### config.mk
export PLATFORM = sky130hd
export DESIGN_NAME = fetch_sequencer
export DESIGN_NICKNAME = d
export VERILOG_FILES = /design/src/rtl/fetch_pkg.sv /design/src/rtl/fetch_skid_buf.sv /design/src/rtl/fetch_sequencer.sv
export SDC_FILE = /design/constraint.sdc
export NUM_CORES = 1
export LEC_CHECK = 0
export BUFFER_PORTS_ARGS = -buffer_cell sky130_fd_sc_hd__buf_2
export CAP_MARGIN = 40
export CORE_MARGIN = 10
export CORE_UTILIZATION = 60
export CTS_CLUSTER_DIAMETER = 30
export DETAILED_ROUTE_END_ITERATION = 8
export GPL_TIMING_DRIVEN = 0
export PLACE_DENSITY = 0.85
export SLEW_MARGIN = 20
export SYNTH_ARGS = -nofsm -noshare
export SYNTH_HDL_FRONTEND = slang
export SYNTH_SLANG_ARGS = --single-unit
### constraint.sdc
create_clock -name clk -period 4.6 [get_ports clk]
set_input_delay 0.92 -clock clk [delete_from_list [all_inputs] [get_ports clk]]
set_output_delay 0.92 -clock clk [all_outputs]
set_load 0.01 [all_outputs]
### src/rtl/fetch_pkg.sv
// Shared types and next-PC helper for the fetch sequencer.
package fetch_pkg;

    typedef enum logic [1:0] {
        BOOT    = 2'd0,
        FETCH   = 2'd1,
        DISCARD = 2'd2,
        FULL    = 2'd3
    } fetch_state_t;

    localparam logic [31:0] RESET_PC_DEFAULT = 32'h0000_3000;

    // Redirect target on a word PC with 30-bit wrap; priority jr > j > branch.
    function automatic logic [29:0] next_target(
        input logic [29:0] pc,
        input logic        br,
        input logic [15:0] off,
        input logic        j,
        input logic [25:0] idx,
        input logic        jr,
        input logic [29:0] tgt
    );
        logic [29:0] t;
        t = pc;
        if (jr)
            t = tgt;
        else if (j)
            t = {pc[29:26], idx};
        else if (br)
            t = pc + {{14{off[15]}}, off};
        return t;
    endfunction

endpackage

### src/rtl/fetch_skid_buf.sv
// One-entry {pc, instr} holding buffer used while ID is stalled.
module fetch_skid_buf
    import fetch_pkg::*;
(
    input  logic        clk,
    input  logic        rst_n,
    input  logic        load,
    input  logic        unload,
    input  logic        clear,
    input  logic [29:0] wr_pc,
    input  logic [31:0] wr_instr,
    output logic        full,
    output logic [29:0] buf_pc,
    output logic [31:0] buf_instr
);

    always_ff @(posedge clk or negedge rst_n) begin
        if (!rst_n) begin
            full      <= 1'b0;
            buf_pc    <= '0;
            buf_instr <= '0;
        end else if (clear || unload) begin
            full <= 1'b0;
        end else if (load) begin
            full      <= 1'b1;
            buf_pc    <= wr_pc;
            buf_instr <= wr_instr;
        end
    end

endmodule

### src/rtl/fetch_sequencer.sv
// Fetch PC owner and imem handshake sequencer for the 5-stage MIPS pipeline.
// Build option: define FETCH_PERF_EN to enable the saturating redirect counter.
module fetch_sequencer
    import fetch_pkg::*;
#(
    parameter logic [31:0] RESET_PC = RESET_PC_DEFAULT
) (
    input  logic        clk,
    input  logic        rst_n,
    input  logic        stall_i,
    input  logic        br_i,
    input  logic [15:0] br_off_i,
    input  logic        j_i,
    input  logic [25:0] j_idx_i,
    input  logic        jr_i,
    input  logic [31:0] jr_tgt_i,
    output logic        imem_req_o,
    output logic [29:0] imem_addr_o,
    input  logic        imem_ack_i,
    input  logic [31:0] imem_rdata_i,
    output logic        if_valid_o,
    output logic [29:0] if_pc_o,
    output logic [31:0] if_instr_o,
    output logic [15:0] redir_cnt_o
);

    fetch_state_t state, state_nxt;
    logic [29:0]  pc, pc_nxt;
    logic [29:0]  discard_addr, discard_nxt;
    logic         valid_nxt;
    logic [29:0]  if_pc_nxt;
    logic [31:0]  if_instr_nxt;
    logic         redirect;
    logic [29:0]  target;
    logic         buf_load, buf_unload, buf_clear, buf_full;
    logic [29:0]  buf_pc;
    logic [31:0]  buf_instr;
    logic         unused_tgt_bits;

    assign unused_tgt_bits = ^jr_tgt_i[1:0];

    assign redirect    = jr_i | j_i | br_i;
    assign target      = next_target(pc, br_i, br_off_i, j_i, j_idx_i, jr_i, jr_tgt_i[31:2]);
    assign imem_req_o  = (state == FETCH) || (state == DISCARD);
    // A killed fetch keeps presenting its original address until imem acks it.
    assign imem_addr_o = (state == DISCARD) ? discard_addr : pc;

    always_ff @(posedge clk or negedge rst_n) begin
        if (!rst_n) begin
            state        <= BOOT;
            pc           <= RESET_PC[31:2];
            discard_addr <= '0;
            if_valid_o   <= 1'b0;
            if_pc_o      <= '0;
            if_instr_o   <= '0;
        end else begin
            state        <= state_nxt;
            pc           <= pc_nxt;
            discard_addr <= discard_nxt;
            if_valid_o   <= valid_nxt;
            if_pc_o      <= if_pc_nxt;
            if_instr_o   <= if_instr_nxt;
        end
    end

    always_comb begin
        state_nxt    = state;
        pc_nxt       = pc;
        discard_nxt  = discard_addr;
        valid_nxt    = if_valid_o;
        if_pc_nxt    = if_pc_o;
        if_instr_nxt = if_instr_o;
        buf_load     = 1'b0;
        buf_unload   = 1'b0;
        buf_clear    = 1'b0;
        if (redirect) begin
            valid_nxt = 1'b0;
            buf_clear = 1'b1;
            pc_nxt    = target;
            if (imem_req_o && !imem_ack_i) begin
                state_nxt = DISCARD;
                if (state == FETCH)
                    discard_nxt = pc;
            end else begin
                state_nxt = FETCH;
            end
        end else begin
            case (state)
                BOOT: state_nxt = FETCH;
                FETCH: begin
                    if (imem_ack_i) begin
                        pc_nxt = pc + 30'd1;
                        if (stall_i) begin
                            buf_load  = 1'b1;
                            state_nxt = FULL;
                        end else begin
                            valid_nxt    = 1'b1;
                            if_pc_nxt    = pc;
                            if_instr_nxt = imem_rdata_i;
                        end
                    end else if (!stall_i) begin
                        valid_nxt = 1'b0;
                    end
                end
                DISCARD: begin
                    if (imem_ack_i)
                        state_nxt = FETCH;
                end
                FULL: begin
                    if (!stall_i && buf_full) begin
                        valid_nxt    = 1'b1;
                        if_pc_nxt    = buf_pc;
                        if_instr_nxt = buf_instr;
                        buf_unload   = 1'b1;
                        state_nxt    = FETCH;
                    end
                end
                default: state_nxt = BOOT;
            endcase
        end
    end

    fetch_skid_buf u_skid (
        .clk       (clk),
        .rst_n     (rst_n),
        .load      (buf_load),
        .unload    (buf_unload),
        .clear     (buf_clear),
        .wr_pc     (pc),
        .wr_instr  (imem_rdata_i),
        .full      (buf_full),
        .buf_pc    (buf_pc),
        .buf_instr (buf_instr)
    );

`ifdef FETCH_PERF_EN
    logic [15:0] redir_cnt;

    always_ff @(posedge clk or negedge rst_n) begin
        if (!rst_n)
            redir_cnt <= '0;
        else if (redirect && (redir_cnt != 16'hFFFF))
            redir_cnt <= redir_cnt + 16'd1;
    end

    assign redir_cnt_o = redir_cnt;
`else
    assign redir_cnt_o = '0;
`endif

endmodule

Yosys cells after proc, flatten, opt, wreduce, memory -nomap -nowiden. Index checks and enable logic that the tools add are counted.

ROM bits: 0. Memories kept: 0. Input port bits: 113. Output and inout bits: 110. Latch bits: 0. Logic and storage cells: 87. Bits in writable memories: 0. Register bits after elaboration: 188.

Multipliers: 0. Reductions and logical operators: 19. Divide/modulo/power cells: 0. Equality and inequality tests: 14. Shift operators: 0. Add/subtract/negate cells: 2. Bitwise logic cells: 4. $lt $le $gt $ge: 0. Multiplexer cells: 38.

Operator list (count): 2-to-1 mux 30 bit (10); 2-to-1 mux 32 bit (3); one-hot mux 32 bit (2 select lines) (1); one-hot mux 30 bit (2 select lines) (1); adder 30 x 1 -> 30 bit, second input constant (1); adder 30 bit (1); inequality test 3 bit, second input constant (7); 2-to-1 mux 1 bit (15); 2-to-1 mux 2 bit (6); AND reduction 3 bit (3); one-hot mux 2 bit (4 select lines) (1); AND reduction 4 bit (2); nonzero test 2 bit (4); inequality test 2 bit, second input constant (3); AND reduction 5 bit (1); equality test 2 bit, second input constant (2); inequality test 4 bit, second input constant (1); nonzero test 3 bit (1); equality test 2 x 1 -> 1 bit, second input constant (1); logical AND 1 bit (2); logical NOT 1 bit (2); logical NOT 2 bit (1); logical OR 1 bit (2); inverter 1 bit (2); other kinds (3) (4).

Longest topological paths before layout. Gate-level depths: netlist of run 1.

Depth in word-level cells: 8. Mapped depth: 13.

Modules after synthesis. A second synthesis of run 1 with hierarchy kept.

Cells, all modules: 1058. Area total of the unflattened synthesis: 11188.2 um2.

Modules (own cells, without submodules): fetch_sequencer (area each 8535.7 um2, cells an instance 923, sequential area each 3130.5 um2, times used 1); fetch_skid_buf (area each 2652.5 um2, cells an instance 135, sequential area each 1576.5 um2, times used 1).

Least setup slack after synthesis of run 1. OpenSTA, ideal clock, no wires.

Path kind: input -> register. From: in br_off_i[0]. To: reg pc[10]. Data arrival time: 3.286 ns. Setup time: 0.079 ns. Path buffers: 0. Data required time: 4.521 ns. Cell stages on the path: 11. Path slack: 1.235 ns. Path through: ha_1 > fa_1 > a21o_1 > a221oi_1 > o21bai_1 > a21o_1 > a21oi_1 > xor2_1 > a221oi_1 > a21oi_1 > o21ai_0.

Cells in the longest elaborated chain, start to end: 5.

RTL lines: start, declared (RTL line fetch_sequencer.sv:12) `input logic [15:0] br_off_i,`; adder 30 bit (RTL line fetch_pkg.sv:30) `t = pc + {{14{off[15]}}, off};`; 2-to-1 mux 30 bit (RTL line fetch_pkg.sv:29) `else if (br)`; 2-to-1 mux 30 bit (RTL line fetch_pkg.sv:27) `else if (j)`; 2-to-1 mux 30 bit (RTL line fetch_pkg.sv:25) `if (jr)`; 2-to-1 mux 30 bit (RTL line fetch_sequencer.sv:76) `if (redirect) begin`; end signal, assigned (RTL line fetch_sequencer.sv:51) `pc <= RESET_PC[31:2];`; end signal, assigned (RTL line fetch_sequencer.sv:58) `pc <= pc_nxt;`; end, declared (RTL line fetch_sequencer.sv:28) `logic [29:0] pc, pc_nxt;`.

No other way between the ends. The select of a mux whose other input is x is not followed. A chain may end at the register's enable or synchronous reset.

Worst setup path in the final report of run 1.
From: reg pc[0]. To: reg pc[10].

Cells in the longest elaborated chain, start to end: 5. Elaborated cells on any way between the ends: 8. Those cells by class: add/sub (2); mux (6).

RTL lines (RTL line): adder 30 bit (fetch_pkg.sv:30); 2-to-1 mux 30 bit (fetch_pkg.sv:29); 2-to-1 mux 30 bit (fetch_pkg.sv:27); 2-to-1 mux 30 bit (fetch_pkg.sv:25); 2-to-1 mux 30 bit * (fetch_sequencer.sv:76).

Every way passes the cells marked *; elsewhere a longest branch is shown, timed or not. The select of a mux whose other input is x is not followed.

==> impl_metrics.tcl, run 1 <==
set metrics [dict create \
    status "finished, final reports clean" \
    clock_sinks 188 \
    finalCritPeriodShare 0.811 \
    io_buffers 202 \
    post_drt_wl_per_cell_um 20.3 \
    ys_async_sr_fraction 1.00 \
    die_area_um2 23600 \
    fin_crit_ps 3730 \
    powerDensity_nw_per_um2 570 \
    slew_violations 0 \
    syn_to_final_growth_pct 18.9 \
    first_pass_iters 5 \
    rsz0062_at_grt "false" \
    cp.required_ps 4960 \
    maxSlewHeadroom 0.490 \
    cp_cell_sequence "ha_1, fa_1, a21o_1, a221oi_1, o21bai_1, a21o_1, a21oi_1, xor2_1, a221oi_1, o21ai_0, o21ai_0" \
    drtIter0Drc 809 \
    cts_max_path_buffers 2 \
    hold_buffers 0 \
    cts_resized 0 \
    start_util 0.614 \
    p_clk_frac 0.211 \
    endpoint_kind "register" \
    setup_viol 0 \
    cts_root_buf "clkbuf_16" \
    pre_cts_slack_ps 618 \
    switching_power_mw 2.73 \
    vias 9309 \
    antenna_found_initial 0 \
    cts_buffers 17 \
    fp.dieW_um 154 \
    comb_power_share 0.398 \
    hold_path.class "in -> async" \
    peakVddDrop_mv 0.329 \
    grt.total_usage 0.255 \
    synth_edf_count 0 \
    grt_overflow_total 0 \
    critPathMaxFanout 8 \
    critPathKind "reg -> reg" \
    design.core.area_um2 17400 \
    grt_pass1_wl_um 48900 \
    finalClockSkew_ps 10.8 \
    fin_nets 1452 \
    gp_congestion 0.958 \
    layout-drive-gt1-share 0.296 \
    power.leakage_nw 5.86 \
    place_hpwl_um 23600 \
    ys.flop_type "dfrtp_1" \
    critPathMaxStageDelay_ps 580 \
    swShare 0.377 \
    final_antenna_net_count 0 \
    diodes 0 \
    boundaryPins 223 \
    worst_setup_path_start_kind "register" \
    ys_types 69 \
    drv_cap 0 \
    rows 48 \
    grt_max_degree 74 \
    routed_via_density 6.03 \
    tightest_slew_ps 765 \
    worst-path-buf-inv 0 \
    ys_seq_elements 188 \
    clk_latency_ps 440 \
    cts_tree "built" \
    fp.dieH_um 154 \
    drt_wl_total_um 31400 \
    layout_common_cells "buf_2 (215), dfrtp_1 (186), a21oi_1 (116)" \
    slowest_stage "a221oi_1" \
    drc 0 \
    finalHoldViolCount 0 \
    post-cts-setup-buffers 0 \
    p_seq_frac 0.390 \
    syn_inst 1067 \
    avgSynthCellArea_um2 10.0 \
    htree_num_levels 4 \
    final_common_cell "buf_2" \
    crit_family "compound AO/OA/AOI/OAI gates" \
    fin_ws_ps 871 \
    grt_pass1_vias 9267 \
    ys_warn_count 0 \
    utilization 0.730 \
    p_int_mw 4.52 \
    path_clk_slew_ps 80 \
    cp.arrival_ps 4090 \
    syn-cell-area_um2 10700 \
    ys_seq_area_frac 0.440 \
    max_freq_ghz 0.268 \
]
power groups by stage:
stage / combinational, mW / clock, mW / sequential [mW]
6_report: 2.89 / 1.53 / 2.83
3_3_place_gp: 2.77 / 0 / 2.79
5_1_grt: 3.15 / 1.61 / 2.92
3_5_place_dp: 2.87 / 0 / 2.85
4_1_cts: 2.90 / 1.54 / 2.82
2_1_floorplan: 1.81 / 0 / 2.86
kinds of logic (layout without fill, tap and decap cells):
family / Yosys count / count (layout) / share of synthesized area
compound gates: 274 / 274 / 0.156
xor+xnor: 37 / 37 / 0.0303
fa+ha+maj: 34 / 34 / 0.0405
buf+inv: 104 / 340 / 0.0437
flops: 188 / 188 / 0.440
mux: 176 / 176 / 0.177
other cells: 1 / 16 / 0.000350
simple gates: 253 / 253 / 0.111
layout make-up:
| class | instances | area, um2 |
|---|---|---|
| Clock inverter | 14 | 176 |
| Fill cell | 1273 | 4700 |
| Buffer | 81 | 382 |
| Clock buffer | 18 | 429 |
| Tap cell | 225 | 282 |
| Timing Repair Buffer | 204 | 1080 |
| Multi-Input combinational cell | 790 | 5580 |
| Sequential cell | 188 | 4710 |
| Inverter | 23 | 86.3 |
metrics by stage:
stage | cells | area (um2) | power (mW) | hold slack (ps) | setup TNS, ps
3_3_place_gp | 1509 | 12000 | 5.56 | 462 | -85960
4_1_cts | 1543 | 12700 | 7.26 | 420 | 0
5_1_grt | 1543 | 12700 | 7.68 | 426 | 0
6_report | 1543 | 12700 | 7.25 | 410 | 0
2_1_floorplan | 1082 | 10800 | 4.67 | 450 | 0
3_5_place_dp | 1511 | 12100 | 5.72 | 472 | 0
registers in the layout (all words and copies together), names as in the netlist:
name / cells
pc: 30
if_valid_o: 1
u_skid.buf_pc: 30
if_instr_o: 32
u_skid.buf_instr: 32
if_pc_o: 30
state: 2
discard_addr: 30
u_skid.full: 1
Yosys cell counts, types with 15 or more instances:
master | number | area (um2)
nand3_1 | 15 | 75.1
nand2_1 | 67 | 251
clkbuf_1 | 44 | 165
dfrtp_1 | 186 | 4650
nor2_1 | 110 | 413
inv_1 | 23 | 86.3
mux2_2 | 102 | 1150
mux2i_1 | 68 | 681
a21oi_1 | 116 | 581
buf_4 | 16 | 120
ha_1 | 33 | 413
a21o_1 | 17 | 128
xor2_1 | 16 | 140
o21ai_0 | 55 | 275
xnor2_1 | 21 | 184
worst paths after layout:
kind | start | end | slack (ps) | depth (start not counted)
max in group asynchronous | rst_n | if_instr_o[11] | 3170 | 3
min in group clk | discard_addr[26] | discard_addr[26] | 490 | 2
setup reg to reg | pc[0] | pc[10] | 870 | 11
setup / recovery | pc[0] | pc[10] | 870 | 11
hold / removal | rst_n | discard_addr[6] | 410 | 1
hold reg to reg | discard_addr[26] | discard_addr[26] | 490 | 2
routing by layer:
| metal | up-vias | track usage | share of wire |
|---|---|---|---|
| li1 | 4318 | - | - |
| met1 | 4454 | 0.322 | 0.41 |
| met2 | 477 | 0.423 | 0.48 |
| met3 | 60 | 0.0591 | 0.087 |
| met4 | 0 | 0.0873 | 0.024 |
| met5 | - | 0 | 0 |
Power figures use the tool's default switching activity.
==> run 2, diff against run 1 <==
--- a/config.mk
+++ b/config.mk
@@ -8,11 +8,11 @@
 export BUFFER_PORTS_ARGS = -buffer_cell sky130_fd_sc_hd__buf_2
 export CAP_MARGIN = 40
 export CORE_MARGIN = 10
-export CORE_UTILIZATION = 60
+export CORE_UTILIZATION = 50
 export CTS_CLUSTER_DIAMETER = 30
 export DETAILED_ROUTE_END_ITERATION = 8
 export GPL_TIMING_DRIVEN = 0
-export PLACE_DENSITY = 0.85
+export PLACE_DENSITY = 0.76
 export SLEW_MARGIN = 20
 export SYNTH_ARGS = -nofsm -noshare
 export SYNTH_HDL_FRONTEND = slang
==> constraint.sdc (replaced) <==
create_clock -name clk -period 3.4 [get_ports clk]
set_input_delay 0.68 -clock clk [delete_from_list [all_inputs] [get_ports clk]]
set_output_delay 0.68 -clock clk [all_outputs]
set_load 0.01 [all_outputs]
==> run 2 against run 1 <==
Against the previous run:
- core utilization is 12 points lower
- power grew 35%
- fmax up 16%
- hold slack got worse by 230 ps
- non-clock buffer count up 1
- final cell count increased by 3.3%
- combinational power up 36%
- register-to-register slack got worse by 680 ps
- via count fell by 3.0%
- critical path type unchanged
- critical endpoint unchanged
==> impl_metrics.tcl, run 2 (synthesis gave the netlist of run 1 again) <==
set metrics [dict create \
    critPathKind "reg -> reg" \
    r2r_cells 11 \
    gp_congestion 0.883 \
    grt.total_usage 0.218 \
    cp.required_ps 3750 \
    worst_setup_path_start_kind "register" \
    place_hpwl_um 23800 \
    dp.cells 1561 \
    hold_path.class "in -> async" \
    p_int_mw 6.18 \
    finalClockSkew_ps 10.6 \
    critPathMaxFanout 8 \
    layout-drive-gt1-share 0.298 \
    drtIter0Drc 664 \
    p_total_mw 9.78 \
    switching_power_mw 3.59 \
    die_area_um2 27600 \
    slew_violations 0 \
    final_common_cell "buf_2" \
    cp.arrival_ps 3560 \
    endpoint_kind "register" \
    p_clk_frac 0.208 \
    fp.dieH_um 166 \
    p_seq_frac 0.391 \
    drv_cap 0 \
    grt_overflow_total 0 \
    post_drt_wl_per_cell_um 19.4 \
    fp.dieW_um 166 \
    final_antenna_net_count 0 \
    vias 9029 \
    io_buffers 202 \
    comb_power_share 0.401 \
    fin_ws_ps 189 \
    start_util 0.509 \
    fin_crit_ps 3210 \
    hold_buffers 0 \
    grt_pass1_wl_um 49600 \
    maxSlewHeadroom 0.427 \
    tightest_slew_ps 852 \
    fin_nets 1453 \
    syn_to_final_growth_pct 19.7 \
    cts_tree "built" \
    antenna_found_initial 0 \
    pre_cts_slack_ps -307 \
    rows 53 \
    diodes 0 \
    top_regs "if_instr_o x32, u_skid.buf_instr x32" \
    boundaryPins 223 \
    post-cts-setup-buffers 0 \
    swShare 0.368 \
    rsz0062_at_grt "false" \
    routed_via_density 5.66 \
    final_cells 1594 \
    totalNegativeSetupSlack_ps 0 \
    htree_num_levels 4 \
    first_pass_iters 5 \
    finalCritPeriodShare 0.945 \
    design.core.area_um2 21000 \
    drt_wl_total_um 30900 \
    clk_latency_ps 430 \
    powerDensity_nw_per_um2 764 \
    cts_buffers 17 \
    status "finished, final reports clean" \
    layout_common_cells "buf_2 (215), dfrtp_1 (185), a21oi_1 (116)" \
    drc 0 \
    max_freq_ghz 0.311 \
    power.leakage_nw 5.86 \
    cts_root_buf "clkbuf_16" \
    path_clk_slew_ps 70 \
    grt_max_degree 69 \
    grt_pass1_vias 9227 \
    clock_sinks 188 \
    setup_viol 0 \
    peakVddDrop_mv 0.406 \
    finalHoldViolCount 0 \
    cts_max_path_buffers 2 \
]
[run 2: power groups by stage]
| stage | sequential, mW | clock, mW | combinational (mW) |
|---|---|---|---|
| global placement | 3.77 | 0 | 3.78 |
| finish | 3.82 | 2.04 | 3.92 |
| global route | 3.95 | 2.16 | 4.30 |
| detailed placement | 3.85 | 0 | 3.89 |
| CTS | 3.82 | 2.07 | 3.92 |
| floorplan | 3.87 | 0 | 2.44 |
[run 2: critical path: stages, from the launching register on]
cell      delay [ps]
dfrtp_1          510
ha_1             290
fa_1             410
a21o_1           230
a221oi_4         320
o21bai_1         180
a21o_1           200
a21oi_1          170
xor2_1            90
a221oi_1         440
a21oi_1          120
o21ai_0          180
[run 2: path summary, 6_finish.rpt]
check | startpoint | end | slack (ps)
min in group clk | u_skid.buf_pc[1] | u_skid.buf_pc[1] | 480
max in group asynchronous | rst_n | pc[10] | 2170
worst max-delay path | pc[0] | pc[10] | 190
worst min-delay path | rst_n | u_skid.buf_instr[30] | 180
worst max register to register | pc[0] | pc[10] | 190
worst min register to register | u_skid.buf_pc[1] | u_skid.buf_pc[1] | 480
[run 2: through the flow]
step | utilization | hold WS (ps) | area, um2
after global placement | 0.576 | 463 | 12100
after detailed placement | 0.579 | 471 | 12200
final | 0.609 | 183 | 12800
after floorplan | - | 384 | 10800
after CTS | 0.608 | 187 | 12800
after global routing | 0.609 | 201 | 12800
[run 2: area by class of cell]
| cell class | count | area [um2] |
|---|---|---|
| plain buffers | 81 | 384 |
| clock buffers | 20 | 437 |
| clock inverters | 12 | 161 |
| fillers | 1787 | 8220 |
| inverters | 23 | 86.3 |
| multi-input cells | 790 | 5600 |
| flip-flops and latches | 188 | 4710 |
| well taps | 275 | 344 |
| repair buffers | 205 | 1090 |
[run 2: layer usage]
layer,up-vias,wire [um],part of all wire,track usage
met5,-,0,0,0
met4,0,659,0.021,0.0603
met3,39,1850,0.060,0.0435
met2,320,14500,0.47,0.354
met1,4359,13900,0.45,0.290
li1,4311,-,-,-
[run 2: timing repair]
| action | in CTS | in global routing |
|---|---|---|
| gates resized for setup | 1 | 6 |
| pin swaps | 0 | 0 |
| setup endpoints to repair | 1 | 66 |
